[config.mk]
export PLATFORM = sky130hd
export DESIGN_NAME = spike_collector
export DESIGN_NICKNAME = d
export VERILOG_FILES = /design/src/rtl/spike_collector.sv
export SDC_FILE = /design/constraint.sdc
export NUM_CORES = 1
export LEC_CHECK = 0
export BUFFER_PORTS_ARGS = -buffer_cell sky130_fd_sc_hd__buf_2
export CAP_MARGIN = 20
export CORE_ASPECT_RATIO = 1.2
export CORE_UTILIZATION = 40
export DETAILED_ROUTE_END_ITERATION = 8
export PLACE_DENSITY = 0.63
export RECOVER_POWER = 25
export SLEW_MARGIN = 10
export SYNTH_ARGS = -nofsm -noshare
export SYNTH_HDL_FRONTEND = slang
export SYNTH_SLANG_ARGS = --single-unit
[constraint.sdc]
create_clock -name clk -period 6 [get_ports clk]
set_input_delay 1.2 -clock clk [delete_from_list [all_inputs] [get_ports clk]]
set_output_delay 1.2 -clock clk [all_outputs]
set_load 0.005 [all_outputs]
[src/rtl/spike_collector.sv]
// spike_collector: sequencer and output stage for the neuron update engine.
// Issues either one engine init sweep or a T_STEPS-long presentation of
// per-neuron run pulses. It consumes the engine's valid/spike/index stream,
// accumulates a saturating spike count per neuron, emits a spike vector per
// timestep, and reports the argmax neuron at the end of the presentation.
//
// Ports:
//   clk, rst_n        clock, asynchronous active-low reset
//   i_start           begin presentation (accepted in IDLE only)
//   i_init_req        begin engine init (accepted in IDLE only, wins over i_start)
//   i_cur_rdy         upstream currents for o_req_idx are valid
//   o_req_idx         neuron whose currents are requested
//   o_run, o_init     single-cycle pulses to the engine
//   i_s_init          engine init-in-progress flag
//   i_valid/i_spike/i_neuron_idx  engine neuron-done stream
//   o_step_valid      timestep complete, o_step_spikes valid this cycle
//   o_done            presentation complete, winner outputs valid
//   o_winner/o_winner_cnt/o_no_spike  classification result
//   o_busy            sequencer not idle
//   o_err             sticky protocol error
module spike_collector #(
  parameter int unsigned N_NEURON = 18,
  parameter int unsigned T_STEPS  = 350,
  parameter int unsigned CNT_W    = 8
) (
  input  logic                clk,
  input  logic                rst_n,
  input  logic                i_start,
  input  logic                i_init_req,
  input  logic                i_cur_rdy,
  output logic [4:0]          o_req_idx,
  output logic                o_run,
  output logic                o_init,
  input  logic                i_s_init,
  input  logic                i_valid,
  input  logic                i_spike,
  input  logic [4:0]          i_neuron_idx,
  output logic                o_step_valid,
  output logic [N_NEURON-1:0] o_step_spikes,
  output logic                o_done,
  output logic [4:0]          o_winner,
  output logic [CNT_W-1:0]    o_winner_cnt,
  output logic                o_no_spike,
  output logic                o_busy,
  output logic                o_err
);

  localparam int unsigned IDX_W  = 5;
  localparam int unsigned STEP_W = (T_STEPS > 1) ? $clog2(T_STEPS) : 1;

  localparam logic [IDX_W-1:0]  LAST_IDX  = IDX_W'(N_NEURON - 1);
  localparam logic [STEP_W-1:0] LAST_STEP = STEP_W'(T_STEPS - 1);
  localparam logic [CNT_W-1:0]  CNT_MAX   = '1;

  typedef enum logic [2:0] {
    IDLE,
    INIT_PULSE,
    INIT_WAIT,
    ISSUE,
    WAIT,
    STEP,
    SCAN,
    DONE
  } state_e;

  state_e              state_q;
  logic [IDX_W-1:0]    idx_q;
  logic [STEP_W-1:0]   step_q;
  logic [CNT_W-1:0]    cnt_q [N_NEURON];
  logic [N_NEURON-1:0] step_vec_q;
  logic [CNT_W-1:0]    max_q;
  logic [IDX_W-1:0]    win_q;
  logic                init_seen_q;

  logic                run_q;
  logic                init_q;
  logic                step_valid_q;
  logic [N_NEURON-1:0] step_spikes_q;
  logic                done_q;
  logic [IDX_W-1:0]    winner_q;
  logic [CNT_W-1:0]    winner_cnt_q;
  logic                no_spike_q;
  logic                busy_q;
  logic                err_q;

  logic [CNT_W-1:0]    cnt_inc_d;
  logic [N_NEURON-1:0] step_vec_d;
  logic                scan_gt;
  logic [CNT_W-1:0]    max_d;
  logic [IDX_W-1:0]    win_d;

  // Saturating increment and spike-vector update for the neuron at idx_q.
  always_comb begin
    cnt_inc_d  = (cnt_q[idx_q] == CNT_MAX) ? CNT_MAX : cnt_q[idx_q] + CNT_W'(1);
    step_vec_d = step_vec_q;
    if (i_spike) begin
      step_vec_d = step_vec_q | (N_NEURON'(1) << idx_q);
    end
  end

  // Running argmax; strict greater-than keeps the lowest index on ties.
  always_comb begin
    scan_gt = (cnt_q[idx_q] > max_q);
    max_d   = scan_gt ? cnt_q[idx_q] : max_q;
    win_d   = scan_gt ? idx_q : win_q;
  end

  // Sequencer, counters and registered outputs.
  always_ff @(posedge clk or negedge rst_n) begin
    if (!rst_n) begin
      state_q       <= IDLE;
      idx_q         <= '0;
      step_q        <= '0;
      step_vec_q    <= '0;
      max_q         <= '0;
      win_q         <= '0;
      init_seen_q   <= 1'b0;
      run_q         <= 1'b0;
      init_q        <= 1'b0;
      step_valid_q  <= 1'b0;
      step_spikes_q <= '0;
      done_q        <= 1'b0;
      winner_q      <= '0;
      winner_cnt_q  <= '0;
      no_spike_q    <= 1'b0;
      busy_q        <= 1'b0;
      err_q         <= 1'b0;
      for (int i = 0; i < int'(N_NEURON); i++) begin
        cnt_q[i] <= '0;
      end
    end else begin
      run_q        <= 1'b0;
      init_q       <= 1'b0;
      step_valid_q <= 1'b0;
      done_q       <= 1'b0;

      case (state_q)
        IDLE: begin
          if (i_init_req) begin
            state_q     <= INIT_PULSE;
            init_q      <= 1'b1;
            init_seen_q <= 1'b0;
            busy_q      <= 1'b1;
            err_q       <= 1'b0;
          end else if (i_start) begin
            state_q      <= ISSUE;
            busy_q       <= 1'b1;
            err_q        <= 1'b0;
            idx_q        <= '0;
            step_q       <= '0;
            step_vec_q   <= '0;
            winner_q     <= '0;
            winner_cnt_q <= '0;
            no_spike_q   <= 1'b0;
            for (int i = 0; i < int'(N_NEURON); i++) begin
              cnt_q[i] <= '0;
            end
          end
        end

        INIT_PULSE: begin
          state_q <= INIT_WAIT;
        end

        // Wait for the engine's init flag to rise and then fall.
        INIT_WAIT: begin
          if (i_s_init) begin
            init_seen_q <= 1'b1;
          end else if (init_seen_q) begin
            state_q <= IDLE;
            busy_q  <= 1'b0;
          end
        end

        ISSUE: begin
          if (i_cur_rdy) begin
            run_q   <= 1'b1;
            state_q <= WAIT;
          end
        end

        // A mismatched engine index is flagged but the sample still lands at idx_q.
        WAIT: begin
          if (i_valid) begin
            if (i_neuron_idx != idx_q) begin
              err_q <= 1'b1;
            end
            if (i_spike) begin
              cnt_q[idx_q] <= cnt_inc_d;
            end
            step_vec_q <= step_vec_d;
            if (idx_q == LAST_IDX) begin
              idx_q         <= '0;
              state_q       <= STEP;
              step_valid_q  <= 1'b1;
              step_spikes_q <= step_vec_d;
            end else begin
              idx_q   <= idx_q + IDX_W'(1);
              state_q <= ISSUE;
            end
          end
        end

        STEP: begin
          step_vec_q    <= '0;
          step_spikes_q <= '0;
          if (step_q == LAST_STEP) begin
            state_q <= SCAN;
            idx_q   <= '0;
            max_q   <= '0;
            win_q   <= '0;
          end else begin
            step_q  <= step_q + STEP_W'(1);
            state_q <= ISSUE;
          end
        end

        // One counter per cycle; results are published on entry to DONE.
        SCAN: begin
          max_q <= max_d;
          win_q <= win_d;
          if (idx_q == LAST_IDX) begin
            idx_q        <= '0;
            state_q      <= DONE;
            done_q       <= 1'b1;
            winner_q     <= win_d;
            winner_cnt_q <= max_d;
            no_spike_q   <= (max_d == '0);
          end else begin
            idx_q <= idx_q + IDX_W'(1);
          end
        end

        DONE: begin
          state_q <= IDLE;
          busy_q  <= 1'b0;
        end

        default: begin
          state_q <= IDLE;
          busy_q  <= 1'b0;
        end
      endcase

      // An engine strobe outside WAIT is a protocol error.
      if (i_valid && (state_q != WAIT)) begin
        err_q <= 1'b1;
      end
    end
  end

  assign o_req_idx     = idx_q;
  assign o_run         = run_q;
  assign o_init        = init_q;
  assign o_step_valid  = step_valid_q;
  assign o_step_spikes = step_spikes_q;
  assign o_done        = done_q;
  assign o_winner      = winner_q;
  assign o_winner_cnt  = winner_cnt_q;
  assign o_no_spike    = no_spike_q;
  assign o_busy        = busy_q;
  assign o_err         = err_q;

endmodule

# Word-level counts from Yosys, hierarchy flattened
# Index checks and enable logic that the tools add are counted.
# totals
reg_bits	231
latch_bits	0
ramBits	0
romBits	0
input_bits	13
word_cells	174
mem_count	0
# classes
addsub	3
multipliers	0
div_mod_pow	0
order_cmp	3
n_eq_ne	29
shift	1
n_mux	76
bitwise_logic	2
n_reduce_logical	25
# ops
op	n
2-to-1 mux 144 bit	4
case mux 144 bit (2 select lines)	1
bitwise mux 144 bit	1
2-to-1 mux 18 bit	6
2-to-1 mux 8 bit	9
case mux 18 bit (3 select lines)	1
binary-select mux 8 bit (select 5 bit)	1
demux 8 bit (select 5 bit)	1
case mux 18 bit (2 select lines)	1
2-to-1 mux 5 bit	7
case mux 8 bit (2 select lines)	2
2-to-1 mux 3 bit	9
2-to-1 mux 9 bit	3
!= test 2 bit, second input constant	13
case mux 3 bit (8 select lines)	1
2-to-1 mux 1 bit	21
case mux 5 bit (2 select lines)	2
case mux 5 bit (4 select lines)	1
AND reduction 4 bit	5
bitwise OR 18 bit	1
case mux 9 bit (2 select lines)	1
<< shifter 1 x 5 -> 18 bit, first input constant	1
== test 3 bit, second input constant	4
!= test 3 bit, second input constant	4
26 further kinds	39

# Depth between registers and ports, before layout
# Gate-level depths: netlist of the first run.
# depth
ltp_word	10
depth_mapped	18

# Least setup slack after synthesis of the first run
# OpenSTA, ideal clock, no wires.
# synth_timing
path_kind	register to register
from	reg idx_q[1], in the netlist o_req_idx[1]
to	reg no_spike_q, in the netlist o_no_spike
t_arrival_ns	3.633
setup_slack_ns	2.257
stages_incl_launch_ff	17
n_path_buf	3
period_less_slack_ns	3.743
cell_sequence	dfrtp_1 -> buf_6 -> buf_6 -> mux4_2 -> o22ai_1 -> a211oi_1 -> nor4_4 -> inv_1 -> ha_1 -> nand4_1 -> nor2b_1 -> o21ai_0 -> nand2_1 -> clkbuf_1 -> mux2i_1 -> nand2_1 -> o41ai_1
# synth_via
elab_chain_cells	9
elab_cells_between_ends	12
# synth_rtl
item	line	text
from (decl)	67	logic [IDX_W-1:0] idx_q;
from (signal assigned)	198	idx_q <= idx_q + IDX_W'(1);
from (signal assigned)	230	idx_q <= idx_q + IDX_W'(1);
NOT 5 -> 6 bit (implied by the code)	103, 104	
binary-select mux 8 bit (select 5 bit)	103, 104	
2-to-1 mux 8 bit (implied by the code) (2 in a row)	103, 104	
greater-than comparator 8 bit	103	scan_gt = (cnt_q[idx_q] > max_q);
2-to-1 mux 8 bit	104	max_d = scan_gt ? cnt_q[idx_q] : max_q;
logical NOT 8 bit	228	no_spike_q <= (max_d == '0);
2-to-1 mux 1 bit	222	if (idx_q == LAST_IDX) begin
case mux 1 bit (2 select lines)	137	case (state_q)
to (signal assigned)	228	
to (decl)	82	logic no_spike_q;
# Several ways; a longest one is shown, not always the timed one. The select of a mux whose other input is x is not followed.
# A chain may end at the register's enable or synchronous reset.

# Worst setup path in the final report of the first run
# layout_timing
from	reg idx_q[0], in the netlist o_req_idx[0]
to	reg win_q[4]
# layout_via
elab_chain_cells	7
# layout_rtl
item	line	text
NOT 5 -> 6 bit (implied by the code)	103	
binary-select mux 8 bit (select 5 bit)	103	
2-to-1 mux 8 bit (implied by the code) (2 in a row)	103	
greater-than comparator 8 bit	103	
2-to-1 mux 5 bit	105	win_d = scan_gt ? idx_q : win_q;
case mux 5 bit (2 select lines)	137	
to (signal assigned)	221	win_q <= win_d;
to (decl)	72	logic [IDX_W-1:0] win_q;
# Every way passes these cells. The select of a mux whose other input is x is not followed.

==> impl_metrics.py, run 1 <==
metrics = {
    "clock_tree": {
        "clock-root-buffer": "clkbuf_16",
        "cts_buffer_depth": 3,
        "cts_hold_buf": 0,
        "clkLatencyLatePin_ns": 0.53,
        "path_clk_slew_ns": 0.06,
        "cts_resized": 0,
        "cts_setup_buffers": 0,
        "numCtsBuffers": 23,
        "cts_max_level": 1,
        "cts_sinks": 231,
        "cts_tree": "built",
    },
    "timing": {
        "timing.fmax_mhz": 194,
        "tns_ns": 0,
        "worst_slew_pin_slew_ns": 2.30,
        "finalMaxSlewViolations": 43,
        "rsz0062_at_grt": "no",
        "slew_headroom_pct": -53.4,
        "hold_viol": 0,
        "finalCriticalPeriod_ns": 5.15,
        "fin_worst_skew_ns": 0.0131,
        "fin_crit_sh_pct": 85.8,
        "setup_viol": 0,
    },
    "route": {
        "num_vias": 8711,
        "wl_per_cell_microns": 20.4,
        "ant_nets": 0,
        "drc": 0,
        "routed_wl_microns": 31200,
        "dr.pass1.iters": 6,
        "drt-initial-drc-count": 686,
        "via_per_inst": 5.72,
    },
    "setup_path": {
        "start_kind": "register",
        "worst-path-max-fanout": 20,
        "cp_data_required_time_ns": 6.45,
        "worstPathArrival_ns": 5.60,
        "cp-end-kind": "register",
        "crit_type": "register to register",
    },
    "power_and_ir_drop": {
        "p_sw_mw": 1.74,
        "internal_power_mw": 3.07,
        "p_per_area_nw_per_um2": 388,
        "p_leak_nw": 5.43,
        "power.share.clock_pct": 31.7,
        "irDropWorstVdd_uv": 223,
        "pwr-share-seq_pct": 38.7,
        "power_mw": 4.81,
        "p_sw_share_pct": 36.2,
        "p_comb_share_pct": 29.6,
    },
    "synth": {
        "synth_edf_count": 0,
        "async_flop_share_pct": 100,
        "syn_inst": 1126,
        "syn_area_per_cell_sq_um": 9.85,
        "synth_top_area_share_pct": 52.1,
        "ys_ff_latch": 231,
        "yosysSeqAreaShare_pct": 52.1,
        "synth_area_leaders": "dfrtp_1 (52%), nand2_1 (8.3%), o21ai_0 (6.0%), mux2i_1 (5.2%), o21ai_1 (2.9%)",
        "synth_ff_type": "dfrtp_1",
        "synth.most_common_cell": "nand2_1",
        "yosys.area.top_type": "dfrtp_1",
        "synth_warnings": 0,
        "synth_nets": 1156,
        "ys_top_cells_by_count": "nand2_1 (246), dfrtp_1 (231), o21ai_0 (134)",
        "synth_cell_type_count": 64,
        "netlist_area_sq_um": 11100,
    },
    "floorplanning": {
        "start_util_pct": 40.8,
        "die_w_microns": 154,
        "ioPinCount": 56,
        "core_area_sq_um": 27200,
        "die_h_microns": 184,
        "row_count": 66,
        "die-area_sq_um": 28400,
    },
    "placement": {
        "gp_congestion": 0.941,
        "dp_hpwl_microns": 21600,
        "port_buffers": 55,
    },
    "grt": {
        "overflow": 0,
        "grtUsageTotal_pct": 22.5,
        "grt_max_degree": 95,
        "grt_first_pass_wirelength_microns": 49600,
        "first_global_vias": 8577,
        "grt_antenna_before_repair": 0,
    },
    "finish": {
        "fin_util_pct": 45.7,
        "layout-drive-gt1-share_pct": 11.4,
        "area_growth_pct": 11.8,
        "layout.nets": 1197,
        "antenna_cells": 0,
    },
    "outcome": {
        "violations": "max-capacitance violations, max-slew violations",
        "status": "complete, but fails checks",
    },
    "flow_run": {
        "cap_viol_max_count": 1,
    },
    "min_path": {
        "worstHoldPathType": "register to register",
    },
}
-- flip-flops by register name, indices dropped and copies added, names as in the netlist, 3 cells and up --
name	cells
o_step_spikes	18
win_q	5
state_q	3
o_winner_cnt	8
step_q	9
max_q	8
cnt_q	144
step_vec_q	18
o_req_idx	5
o_winner	5
-- worst paths after layout --
path,slack [ns],startpoint,to,depth (start not counted)
max reg2reg,0.85,o_req_idx[0],win_q[4],11
min reg2reg,0.47,o_winner_cnt[3],o_winner_cnt[3],2
max,0.85,o_req_idx[0],win_q[4],11
min,0.47,o_winner_cnt[3],o_winner_cnt[3],2
min in group asynchronous,0.69,rst_n,step_q[3],1
max in group asynchronous,2.67,rst_n,max_q[5],2
-- metal layers --
| metal | share of wire [%] | vias to the layer above | global-route usage, % |
|---|---|---|---|
| met2 | 49 | 250 | 39.5 |
| met5 | 0 | - | 0 |
| met1 | 43 | 4332 | 28.1 |
| li1 | - | 4065 | - |
| met4 | 3.9 | 0 | 9.48 |
| met3 | 3.8 | 64 | 2.54 |
-- power by group through the flow --
stage / clock network (mW) / registers [mW] / logic, mW
final: 1.53 / 1.86 / 1.43
after global placement: 0 / 1.88 / 1.42
after CTS: 1.55 / 1.86 / 1.42
after floorplan: 0 / 1.80 / 1.07
after detailed placement: 0 / 1.88 / 1.42
after global routing: 1.61 / 1.88 / 1.57
-- cell type report --
| class | count | area, sq um |
|---|---|---|
| multi-input cells | 813 | 4910 |
| fillers | 2562 | 14800 |
| clock inverters | 11 | 140 |
| inverters | 31 | 116 |
| clock buffers | 31 | 656 |
| well taps | 340 | 425 |
| flip-flops and latches | 231 | 5780 |
| repair buffers | 67 | 368 |
-- logic make-up (layout without fill, tap and decap cells) --
logic type,after synthesis,after routing,synth area share [%]
compound gates,336,336,18.3
flops,231,231,52.1
fa+ha+maj,17,17,1.92
buf+inv,82,140,3.66
xor+xnor,10,10,0.790
simple gates,375,375,15.2
mux,75,75,7.98
-- cells in the final DEF (no fill, tap or decap), types with 12 or more instances in the layout --
| master | n |
|---|---|
| o21ai_0 | 134 |
| nor2_1 | 34 |
| o22ai_1 | 12 |
| ha_1 | 17 |
| buf_2 | 54 |
| a21boi_0 | 13 |
| a22o_1 | 13 |
| dfrtp_1 | 230 |
| o21ai_1 | 64 |
| mux2i_1 | 58 |
| clkbuf_16 | 23 |
| nand3_1 | 18 |
| nand2_1 | 246 |
| and3_1 | 16 |
| o31ai_1 | 22 |
| inv_1 | 31 |
| a21oi_1 | 28 |
-- stage by stage --
stage | cell area (sq um) | worst slack, ns | instances | hold WS (ns)
2_1_floorplan | 11100 | 2.26 | 1126 | 0.442
3_3_place_gp | 11600 | 1.36 | 1482 | 0.455
6_report | 12400 | 0.852 | 1524 | 0.470
3_5_place_dp | 11600 | 1.34 | 1482 | 0.461
4_1_cts | 12400 | 1.30 | 1524 | 0.476
5_1_grt | 12400 | 0.444 | 1524 | 0.495
-- worst max-delay path, cell delays in order, from the launching register on --
cell	delay [ns]
dfrtp_1	0.64
clkbuf_1	0.95
or4b_1	0.38
o22ai_1	0.14
nor4_4	0.59
inv_1	0.14
ha_1	0.34
nand4_1	0.12
o21ai_0	0.25
nand2_1	0.52
o21bai_1	0.76
a22o_1	0.23
No activity file was read; power rests on OpenSTA's default activity.
==> run 2, diff against run 1 <==
--- a/config.mk
+++ b/config.mk
@@ -8,9 +8,9 @@
 export BUFFER_PORTS_ARGS = -buffer_cell sky130_fd_sc_hd__buf_2
 export CAP_MARGIN = 20
 export CORE_ASPECT_RATIO = 1.2
-export CORE_UTILIZATION = 40
+export CORE_UTILIZATION = 45
 export DETAILED_ROUTE_END_ITERATION = 8
-export PLACE_DENSITY = 0.63
+export PLACE_DENSITY = 0.69
 export RECOVER_POWER = 25
 export SLEW_MARGIN = 10
 export SYNTH_ARGS = -nofsm -noshare
==> impl_metrics.py, run 2 (synthesized netlist as in run 1, its figures left out) <==
metrics = {
    "power_and_ir_drop": {
        "p_comb_share_pct": 30.8,
        "power.share.clock_pct": 30.1,
        "p_leak_nw": 5.40,
        "pwr-share-seq_pct": 39.1,
        "p_sw_mw": 1.75,
        "internal_power_mw": 2.99,
        "p_sw_share_pct": 37.0,
        "irDropWorstVdd_uv": 187,
        "p_per_area_nw_per_um2": 385,
    },
    "outcome": {
        "violations": "max-capacitance violations, max-slew violations",
        "status": "complete, but fails checks",
    },
    "route": {
        "routed_wl_microns": 31300,
        "drc": 0,
        "drt-initial-drc-count": 769,
        "num_vias": 8876,
        "ant_nets": 0,
        "dr.pass1.iters": 5,
        "via_per_inst": 5.91,
        "wl_per_cell_microns": 20.9,
    },
    "clock_tree": {
        "cts_resized": 0,
        "cts_setup_buffers": 0,
        "clkLatencyLatePin_ns": 0.52,
        "clock-root-buffer": "clkbuf_16",
        "numCtsBuffers": 23,
        "path_clk_slew_ns": 0.06,
        "cts_buffer_depth": 3,
        "cts_sinks": 231,
        "cts_tree": "built",
        "cts_max_level": 1,
        "cts_hold_buf": 0,
    },
    "timing": {
        "finalCriticalPeriod_ns": 4.66,
        "rsz0062_at_grt": "no",
        "finalMaxSlewViolations": 125,
        "worst_slew_pin_slew_ns": 3.15,
        "timing.fmax_mhz": 214,
        "fin_worst_skew_ns": 0.0215,
        "hold_viol": 0,
        "fin_crit_sh_pct": 77.7,
        "whs_ns": 0.471,
        "tns_ns": 0,
        "setup_viol": 0,
        "slew_headroom_pct": -110,
    },
    "setup_path": {
        "start_kind": "register",
        "worst-path-max-fanout": 25,
        "worstPathArrival_ns": 5.10,
        "rr_worst_depth": 11,
        "cp_data_required_time_ns": 6.44,
        "crit_type": "register to register",
        "cp-end-kind": "register",
    },
    "finish": {
        "fin_area_sq_um": 12300,
        "final_cell_mix": "nand2_1 (246), dfrtp_1 (230), o21ai_0 (134)",
        "largest_reg_flops": 144,
        "num-fill-cells": 2180,
        "final_common_cell": "nand2_1",
        "layout.nets": 1197,
        "layout.cells.non_filler": 1503,
        "antenna_cells": 0,
        "area_growth_pct": 11.1,
        "layout-drive-gt1-share_pct": 11.6,
        "regMostFlops": "cnt_q",
    },
    "placement": {
        "port_buffers": 55,
        "place_area_sq_um": 11600,
        "dp_hpwl_microns": 21500,
        "gp_congestion": 0.964,
        "placed_cells": 1462,
    },
    "floorplanning": {
        "die-area_sq_um": 25300,
        "start_util_pct": 46.1,
        "die_h_microns": 174,
        "core_area_sq_um": 24000,
        "die_w_microns": 145,
        "ioPinCount": 56,
        "row_count": 62,
    },
    "grt": {
        "grtUsageTotal_pct": 25.4,
        "first_global_vias": 8848,
        "grt_first_pass_wirelength_microns": 50100,
        "grt_max_degree": 125,
        "grt_antenna_before_repair": 0,
        "overflow": 0,
    },
    "min_path": {
        "whs_path_depth": 2,
        "worstHoldPathType": "register to register",
    },
    "flow_run": {
        "cap_viol_max_count": 1,
    },
}
-- run 2: power groups by stage --
stage          combinational (mW)  sequential, mW  clock, mW
2_1_floorplan                1.07            1.80          0
3_3_place_gp                 1.43            1.87          0
3_5_place_dp                 1.44            1.88          0
4_1_cts                      1.45            1.85       1.45
5_1_grt                      1.58            1.87       1.50
6_report                     1.46            1.85       1.43
-- run 2: metal layers --
layer	up-vias	GRT usage [%]	part of all wire [%]
met2	341	42.7	49
met4	0	13.6	5.3
met1	4379	31.6	40
li1	4059	-	-
met3	97	3.88	5.9
met5	-	0	0
-- run 2: path summary, 6_finish.rpt --
| path | start | endpoint | slack [ns] |
|---|---|---|---|
| worst max-delay path | o_req_idx[1] | max_q[0] | 1.34 |
| worst min-delay path | o_step_spikes[15] | o_step_spikes[15] | 0.47 |
| worst max register to register | o_req_idx[1] | max_q[0] | 1.34 |
| worst min register to register | o_step_spikes[15] | o_step_spikes[15] | 0.47 |
| max in group asynchronous | rst_n | max_q[0] | 2.22 |
| min in group asynchronous | rst_n | step_q[6] | 1.64 |
-- run 2: layout make-up --
type | instances | area [sq um] | area share [%]
Clock buffer | 30 | 652 | 5.29
Clock inverter | 11 | 91.3 | 0.741
Inverter | 31 | 116 | 0.944
Multi-Input combinational cell | 813 | 4910 | 39.9
Sequential cell | 231 | 5780 | 46.9
Tap cell | 320 | 400 | 3.25
Timing Repair Buffer | 67 | 365 | 2.96
-- run 2: worst max-delay path, cell delays in order, from the launching register on --
cell,delay (ns)
dfrtp_4,0.66
buf_4,0.46
mux2_2,0.39
a2bb2oi_1,0.14
a31oi_1,0.45
nand2_1,0.23
ha_1,0.37
a21o_1,0.18
o21ai_0,0.21
nand2_1,0.51
o21bai_1,0.73
a22o_1,0.22
-- run 2: stage by stage --
step	utilization [%]	setup WS, ns	power (mW)
2_1_floorplan	-	2.26	2.87
3_3_place_gp	48.2	1.41	3.30
3_5_place_dp	48.2	1.38	3.32
4_1_cts	51.3	1.34	4.75
5_1_grt	51.2	0.902	4.96
6_report	51.2	1.34	4.74
